[src/rtl/uart_echo_core.sv]
// uart_echo_core: UART receiver with a receive FIFO and
// optional in-order hardware echo through the transmitter.
module uart_echo_core #(
  parameter int BAUD_DIV   = 27,
  parameter int DATA_BITS  = 8,
  parameter int PARITY     = 0,
  parameter int FIFO_DEPTH = 16
) (
  input  logic                        clk,
  input  logic                        rst_n,
  input  logic                        rx,
  output logic                        tx,
  input  logic                        echo_en,
  output logic [DATA_BITS-1:0]        rx_data,
  output logic                        rx_valid,
  output logic                        parity_err,
  output logic                        frame_err,
  output logic                        overflow,
  output logic [$clog2(FIFO_DEPTH):0] fifo_level,
  output logic                        tx_busy
);

  localparam int CW = $clog2(BAUD_DIV);
  localparam int AW = $clog2(FIFO_DEPTH);
  localparam logic [CW-1:0] DIV_MAX = CW'(BAUD_DIV - 1);
  localparam logic [2:0] LAST_BIT = 3'(DATA_BITS - 1);

  typedef enum logic [2:0] {
    R_IDLE, R_START, R_DATA, R_PAR, R_STOP, R_WAITHI
  } rx_state_t;

  typedef enum logic [2:0] {
    T_IDLE, T_START, T_DATA, T_PAR, T_STOP
  } tx_state_t;

  logic [CW-1:0] div_cnt;
  logic          tick;
  logic          rx_meta;
  logic          rx_sync;

  rx_state_t            rx_state;
  logic [3:0]           rx_tcnt;
  logic [2:0]           rx_bcnt;
  logic [DATA_BITS-1:0] rx_shift;
  logic                 rx_par_ok;
  logic                 rx_mid;
  logic                 rx_end;

  logic [DATA_BITS-1:0] mem [FIFO_DEPTH];
  logic [AW-1:0]        wr_ptr;
  logic [AW-1:0]        rd_ptr;
  logic                 full;
  logic                 push;
  logic                 pop;
  logic                 wr_en;
  logic [DATA_BITS-1:0] rd_data;

  tx_state_t            tx_state;
  logic [3:0]           tx_tcnt;
  logic [2:0]           tx_bcnt;
  logic [DATA_BITS-1:0] tx_shift;
  logic                 tx_par;
  logic                 tx_end;

  assign tick = (div_cnt == DIV_MAX);

  // free-running 16x oversample tick divider
  always_ff @(posedge clk or negedge rst_n) begin
    if (!rst_n) begin
      div_cnt <= '0;
    end else begin
      div_cnt <= tick ? '0 : div_cnt + 1'b1;
    end
  end

  // two-flop synchroniser; idles high like the line
  always_ff @(posedge clk or negedge rst_n) begin
    if (!rst_n) begin
      rx_meta <= 1'b1;
      rx_sync <= 1'b1;
    end else begin
      rx_meta <= rx;
      rx_sync <= rx_meta;
    end
  end

  assign rx_mid = tick & (rx_tcnt == 4'd7);
  assign rx_end = tick & (rx_tcnt == 4'd15);

  // receive FSM: mid-bit sampling, flags as 1-clk pulses
  always_ff @(posedge clk or negedge rst_n) begin
    if (!rst_n) begin
      rx_state   <= R_IDLE;
      rx_tcnt    <= '0;
      rx_bcnt    <= '0;
      rx_shift   <= '0;
      rx_par_ok  <= 1'b0;
      rx_data    <= '0;
      rx_valid   <= 1'b0;
      parity_err <= 1'b0;
      frame_err  <= 1'b0;
    end else begin
      rx_valid   <= 1'b0;
      parity_err <= 1'b0;
      frame_err  <= 1'b0;
      if (tick && rx_state != R_IDLE && rx_state != R_WAITHI)
        rx_tcnt <= rx_tcnt + 4'd1;
      unique case (rx_state)
        R_IDLE: begin
          if (!rx_sync) begin
            rx_state <= R_START;
            rx_tcnt  <= '0;
          end
        end
        R_START: begin
          if (rx_mid && rx_sync) begin
            rx_state <= R_IDLE;
          end else if (rx_end) begin
            rx_state <= R_DATA;
            rx_bcnt  <= '0;
          end
        end
        R_DATA: begin
          if (rx_mid)
            rx_shift <= {rx_sync, rx_shift[DATA_BITS-1:1]};
          if (rx_end) begin
            if (rx_bcnt == LAST_BIT)
              rx_state <= (PARITY != 0) ? R_PAR : R_STOP;
            else
              rx_bcnt <= rx_bcnt + 3'd1;
          end
        end
        R_PAR: begin
          if (rx_mid)
            rx_par_ok <= (^{rx_sync, rx_shift}) == (PARITY == 1);
          if (rx_end)
            rx_state <= R_STOP;
        end
        R_STOP: begin
          if (rx_mid) begin
            if (!rx_sync) begin
              frame_err <= 1'b1;
              rx_state  <= R_WAITHI;
            end else if (PARITY != 0 && !rx_par_ok) begin
              parity_err <= 1'b1;
              rx_state   <= R_IDLE;
            end else begin
              rx_data  <= rx_shift;
              rx_valid <= 1'b1;
              rx_state <= R_IDLE;
            end
          end
        end
        R_WAITHI: begin
          if (rx_sync)
            rx_state <= R_IDLE;
        end
        default: rx_state <= R_IDLE;
      endcase
    end
  end

  assign full    = fifo_level[AW];
  assign push    = rx_valid;
  assign pop     = (tx_state == T_IDLE) & echo_en & (fifo_level != '0);
  assign wr_en   = push & (~full | pop);
  assign rd_data = mem[rd_ptr];

  // storage array, no reset needed
  always_ff @(posedge clk) begin
    if (wr_en)
      mem[wr_ptr] <= rx_data;
  end

  // FIFO pointers, occupancy and sticky overflow
  always_ff @(posedge clk or negedge rst_n) begin
    if (!rst_n) begin
      wr_ptr     <= '0;
      rd_ptr     <= '0;
      fifo_level <= '0;
      overflow   <= 1'b0;
    end else begin
      if (wr_en)
        wr_ptr <= wr_ptr + 1'b1;
      if (pop)
        rd_ptr <= rd_ptr + 1'b1;
      unique case ({wr_en, pop})
        2'b10:   fifo_level <= fifo_level + 1'b1;
        2'b01:   fifo_level <= fifo_level - 1'b1;
        default: fifo_level <= fifo_level;
      endcase
      if (push && full && !pop)
        overflow <= 1'b1;
    end
  end

  assign tx_end = tick & (tx_tcnt == 4'd15);

  // transmit FSM: pops one character per frame
  always_ff @(posedge clk or negedge rst_n) begin
    if (!rst_n) begin
      tx_state <= T_IDLE;
      tx_tcnt  <= '0;
      tx_bcnt  <= '0;
      tx_shift <= '0;
      tx_par   <= 1'b0;
      tx       <= 1'b1;
      tx_busy  <= 1'b0;
    end else begin
      if (tick && tx_state != T_IDLE)
        tx_tcnt <= tx_tcnt + 4'd1;
      unique case (tx_state)
        T_IDLE: begin
          if (pop) begin
            tx_shift <= rd_data;
            tx_par   <= (PARITY == 1) ? ~^rd_data : ^rd_data;
            tx_tcnt  <= '0;
            tx       <= 1'b0;
            tx_busy  <= 1'b1;
            tx_state <= T_START;
          end
        end
        T_START: begin
          if (tx_end) begin
            tx       <= tx_shift[0];
            tx_shift <= {1'b0, tx_shift[DATA_BITS-1:1]};
            tx_bcnt  <= '0;
            tx_state <= T_DATA;
          end
        end
        T_DATA: begin
          if (tx_end) begin
            if (tx_bcnt == LAST_BIT) begin
              if (PARITY != 0) begin
                tx       <= tx_par;
                tx_state <= T_PAR;
              end else begin
                tx       <= 1'b1;
                tx_state <= T_STOP;
              end
            end else begin
              tx       <= tx_shift[0];
              tx_shift <= {1'b0, tx_shift[DATA_BITS-1:1]};
              tx_bcnt  <= tx_bcnt + 3'd1;
            end
          end
        end
        T_PAR: begin
          if (tx_end) begin
            tx       <= 1'b1;
            tx_state <= T_STOP;
          end
        end
        T_STOP: begin
          if (tx_end) begin
            tx_busy  <= 1'b0;
            tx_state <= T_IDLE;
          end
        end
        default: tx_state <= T_IDLE;
      endcase
    end
  end

endmodule

[config.mk]
export PLATFORM = sky130hd
export DESIGN_NAME = uart_echo_core
export DESIGN_NICKNAME = d
export VERILOG_FILES = /design/src/rtl/uart_echo_core.sv
export SDC_FILE = /design/constraint.sdc
export NUM_CORES = 1
export LEC_CHECK = 0
export ABC_AREA = 1
export BUFFER_PORTS_ARGS = -buffer_cell sky130_fd_sc_hd__buf_2
export CORE_UTILIZATION = 45
export CTS_CLUSTER_SIZE = 20
export DETAILED_ROUTE_END_ITERATION = 7
export GPL_TIMING_DRIVEN = 0
export PLACE_DENSITY = 0.62
export RECOVER_POWER = 100
export SETUP_SLACK_MARGIN = 0.1
export SYNTH_ARGS = -nofsm -noshare
export SYNTH_HDL_FRONTEND = slang
export SYNTH_SLANG_ARGS = --single-unit
[constraint.sdc]
create_clock -name clk -period 2.1 [get_ports clk]
set_input_delay 0.63 -clock clk [delete_from_list [all_inputs] [get_ports clk]]
set_output_delay 0.63 -clock clk [all_outputs]
set_load 0.02 [all_outputs]
; Yosys cells after proc, flatten, opt, wreduce, memory -nomap -nowiden
; Memories as Yosys holds them, arrays and structs flattened.
; Index checks and enable logic that the tools add are counted.
[word_totals]
register_bits = 69
ramBits = 128
n_memories = 1
word_cells = 155
[op_classes]
eq_ne = 35
n_mux = 55
bitwise_logic = 8
n_addsub = 9
n_reduce_logical = 27
[mem_list]
columns = name, depth, width, rd, rd_clocked_by_memory_dff, wr, line_no
row1 = mem, 16, 8, 1, 0, 1, 49  ; logic [DATA_BITS-1:0] mem [FIFO_DEPTH];
[op_table]
columns = operator, n
row1 = $mux W3, 21
row2 = $mux W8, 4
row3 = $ne A2 B2 Y1 const B, 16
row4 = $mux W4, 6
row5 = $pmux W8 S3, 1
row6 = $pmux W3 S6, 1
row7 = $add A4 B1 Y4 const B, 4
row8 = $eq A3 B3 Y1 const B, 5
row9 = $mux W1, 15
row10 = $pmux W3 S5, 1
row11 = $reduce_and A5 Y1, 3
row12 = $eq A3 B2 Y1 const B, 4
row13 = $pmux W3 S2, 2
row14 = $add A5 B1 Y5 const B, 2
row15 = $pmux W5 S2, 1
row16 = $reduce_bool A3 Y1, 3
row17 = $eq A4 B4 Y1 const B, 2
row18 = $reduce_bool A2 Y1, 4
row19 = $reduce_and A7 Y1, 1
row20 = $add A3 B1 Y3 const B, 2
row21 = $and A1 B1 Y1, 6
row22 = $eq A3 B1 Y1 const B, 2
row23 = $logic_and A1 B1 Y1, 6
row24 = $logic_not A3 Y1, 2
row25 = 18 further kinds, 20

; Logic depth before layout (Yosys ltp)
[logic_depth]
word_depth = 7
depth_mapped = 14

; Worst setup path after synthesis
; No wires, ideal clock.
[synth_timing]
path_type = in2reg
start = in echo_en
end = mem mem[11][0] (enable)
cell_stages = 6
t_required_ps = 1730
setup_slack_ps = 167
arrival_time_ps = 1563
path_buffers = 0
cell_sequence = nand3_1 -> nand2_1 -> nand2_1 -> inv_1 -> nand2_1 -> nor2_1
[synth_between]
elab_chain_len = 6
[synth_lines]
columns = element, line_no
row1 = start: declaration, 13  ; input logic echo_en,
row2 = $and A1 B1 Y1 (2 in a row), 165  ; assign pop = (tx_state == T_IDLE) & echo_en & (fifo_level != '0);
row3 = $or A1 B1 Y1, 166  ; assign wr_en = push & (~full | pop);
row4 = $and A1 B1 Y1, 166
row5 = $mux W1, 171  ; if (wr_en)
row6 = $mux W1 (not written as such), 172  ; mem[wr_ptr] <= rx_data;
row7 = end: declaration, 49
; No other way between the ends.

; Worst setup path in the final report
[layout_timing]
start = reg rx_data[4]
end = out rx_data[4]
[layout_lines]
columns = element, line_no
row1 = start: declaration, 14  ; output logic [DATA_BITS-1:0] rx_data,
row2 = start signal: assignment, 148  ; rx_data <= rx_shift;
; No word-level cell between the ends.

==> flow_summary_export.csv <==
group,metric,value,unit
route,finalWirelength,19060,um
floorplan,dieWidth,139.9,um
critical_path,rr_worst_depth,7,
clock_network,numCtsBuffers,17,
sta,period_needed,1979,ps
critical_path,r2r-end,"mem[13][4]",
global_routing,track_usage,20.68,%
route,drc,0,
yosys,syn_area_per_cell,10.82,sq um
floorplan,initial_core_util,45.77,%
placed_design,dp_hpwl,12620,um
critical_path,ff2ff_setup_slack,190,ps
floorplan,die_area,0.01958,sq mm
critical_path,r2r-start,"tx_state[0]",
clock_network,cts_htree_levels,4,
clock_network,clock-sinks,197,
route,dr.pass1.iters,5,
min_path,hold_path.class,"primary input to flip-flop",
yosys,synth_edf_count,128,
floorplan,rows,50,
floorplan,die_h,139.9,um
critical_path,critPathMaxStageDelay,640,ps
route,ant_nets,0,
min_path,whs_path_depth,1,
clock_network,cts_tree,"done",
yosys,yosysSeqAreaShare,65.10,%
clock_network,clkTransAtPathRegs,70,ps
power_and_ir_drop,powerDensity,1166,mW/mm^2
cells_and_area,antenna_cells,0,
yosys,syn_area,0.008562,sq mm
route,avgViaCountPerCell,5.299,
cells_and_area,final_cell_mix,"nor2_1 (139), edfxtp_1 (128), nand2_1 (113)",
critical_path,critical_path.startpoint,"rx_data[4]",
critical_path,cp.depth,1,
sta,slew_headroom,41.44,%
floorplan,core_area,0.01871,sq mm
sta,slew_viol_final,0,
critical_path,crit_path_end,"rx_data[4]",
sta,rsz0062_at_grt,"false",
global_routing,grt_max_degree,70,
cells_and_area,final_common_cell,"nor2_1",
yosys,synthFlopType,"edfxtp_1",
clock_network,clockRootBuffer,"clkbuf_16",
yosys,synthCells,791,
yosys,yosysUniqueCellTypes,39,
route,drt_iter0_markers,467,
job,max_cap_violations,0,
sta,fin_crit_sh,94.25,%
global_routing,grt_pass1_wl,30300,um
route,wl_per_cell,17.43,um
global_routing,grt_remaining_overflow,0,
sta,hold_viol_final,0,
yosys,async_flop_share,35.03,%
critical_path,slowest_stage,"dfrtp_2",
placed_design,io_buffers,21,
critical_path,cp_max_fo,18,
power_and_ir_drop,ir_drop,0.7148,mV
outcome,status,"finished, final reports clean",
power_and_ir_drop,pwr-share-clk,27.7,%
clock_network,cts_buffer_depth,2,
sta,fin_worst_skew,10.78,ps
critical_path,required,1470,ps
critical_path,crit_chain,"clkbuf_1",
power_and_ir_drop,pwr-share-seq,38.9,%
sta,worst_pin_slew,878.3,ps
cells_and_area,drive_gt1_share,14.53,%
sta,finalSetupViolations,0,
yosys,synth_seq_cells,197,
clock_network,insertion_delay,430,ps
sta,tns,0,ps
critical_path,endpoint_kind,"output pin",
critical_path,critPathBufInv,1,
cells_and_area,fin_util,52.98,%
critical_path,cp.arrival,1350,ps
placed_design,gp_congestion,0.8019,
sta,max_freq,505.3,MHz
global_routing,grt_antenna_before_repair,0,
global_routing,grt_pass1_vias,5576,
cells_and_area,finalNetCount,867,
power_and_ir_drop,combPwrFrac,33.3,%
power_and_ir_drop,swShare,36.01,%
power_and_ir_drop,intPower,7.390,mW
yosys,yosysWarnings,0,
floorplan,io_pins,23,
critical_path,critical-path-top-delay-family,"flip-flops",
power_and_ir_drop,p_sw,4.160,mW
yosys,synth_nets,811,
cells_and_area,area_growth,15.74,%
route,vias,5797,
power_and_ir_drop,p_leak,4.130,nW
critical_path,crit_path_start_kind,"flip-flop",
critical_path,critPathKind,"flip-flop to output pin",
[Yosys cell counts, types with 2 or more instances]
| library cell | n | share of area [%] |
|---|---|---|
| nor2_2 | 2 | 0.15 |
| nand4_1 | 5 | 0.37 |
| nand3_1 | 40 | 2.3 |
| inv_2 | 4 | 0.18 |
| inv_1 | 50 | 2.2 |
| dfstp_2 | 3 | 0.92 |
| nand4_4 | 2 | 0.50 |
| dfrtp_1 | 66 | 19 |
| o22ai_1 | 2 | 0.15 |
| o21ai_0 | 85 | 5.0 |
| ha_1 | 16 | 2.3 |
| xnor2_1 | 3 | 0.31 |
| edfxtp_1 | 128 | 45 |
| xor2_1 | 10 | 1.0 |
| o21ai_1 | 14 | 0.82 |
| a21oi_1 | 5 | 0.29 |
| nand2_1 | 117 | 5.1 |
| nor3_1 | 2 | 0.12 |
| clkbuf_1 | 11 | 0.48 |
| nand2_2 | 4 | 0.29 |
| buf_6 | 10 | 1.3 |
| buf_2 | 9 | 0.53 |
| o211ai_1 | 33 | 2.9 |
| o21bai_1 | 2 | 0.18 |
| nor2_1 | 151 | 6.6 |
| nor2_4 | 3 | 0.39 |
| nand2_4 | 2 | 0.26 |
[power by group through the flow]
stage	Clock (mW)	Sequential (mW)	Combinational (mW)
after floorplan	0	4.58	2.49
after global placement	0	4.56	3.61
after detailed placement	0	4.57	3.65
after CTS	3.27	4.48	3.74
after global routing	3.41	4.52	4.27
final	3.20	4.50	3.85
[through the flow]
step	hold WS [ps]	area, sq um	setup WS (ps)	power (mW)	cells
after floorplan	334.4	8562	166.6	7.065	791
after global placement	345.5	8960	-494.5	8.177	1046
after detailed placement	347.3	8962	-541.5	8.212	1046
after CTS	267.2	9893	105.3	11.49	1089
after global routing	269.4	9910	54.72	12.21	1094
final	292.9	9910	120.9	11.55	1094
[how the worst min path moves through the flow]
| stage | startpoint | end | slack (ps) |
|---|---|---|---|
| floorplan | rst_n | div_cnt[0] | 330 |
| global placement | rx_meta | rx_sync | 350 |
| detailed placement | rx_meta | rx_sync | 350 |
| CTS | rx | rx_meta | 270 |
| global route | rx | rx_meta | 270 |
| finish | rx | rx_meta | 290 |
[metal layers]
layer,wire [um],vias up,global-route usage [%]
met5,0,-,0
met4,275,0,6.825
met3,778,20,3.863
met2,9310,108,33.05
met1,8698,2851,28.59
li1,-,2818,-
[state kept, by name, indices dropped and copies added (netlist names), 3 cells and up]
register / count
mem: 128
rx_data: 8
rx_shift: 8
tx_shift: 8
div_cnt: 5
fifo_level: 5
rd_ptr: 4
rx_tcnt: 4
tx_tcnt: 4
wr_ptr: 4
rx_bcnt: 3
rx_state: 3
tx_bcnt: 3
tx_state: 3
[layout make-up]
class,count,area (sq um)
fillers,1637,8796
flip-flops and latches,197,5588
multi-input cells,507,2730
clock buffers,17,425.4
well taps,234,292.8
repair buffers,37,290.3
inverters,56,222.7
plain buffers,31,207.7
clock inverters,15,152.6
[repair_timing]
action / 4_1_cts / 5_1_grt
setup buffers: 11 / 5
hold buffers: 0 / 0
endpoints found under the setup margin: 141 / 101
pin swaps: 13 / 5
gates resized for setup: 55 / 27
[logic make-up (layout without fill, tap and decap cells)]
logic type	count (synthesis)	in the layout	synth area share, %
buf+inv	87	156	4.895
flops	197	197	65.10
xor+xnor	13	13	1.330
simple gates	332	332	16.63
fa+ha+maj	16	16	2.338
compound gates	145	145	9.660
other cells	1	1	0.04380
No activity file was read; power rests on OpenSTA's default activity.
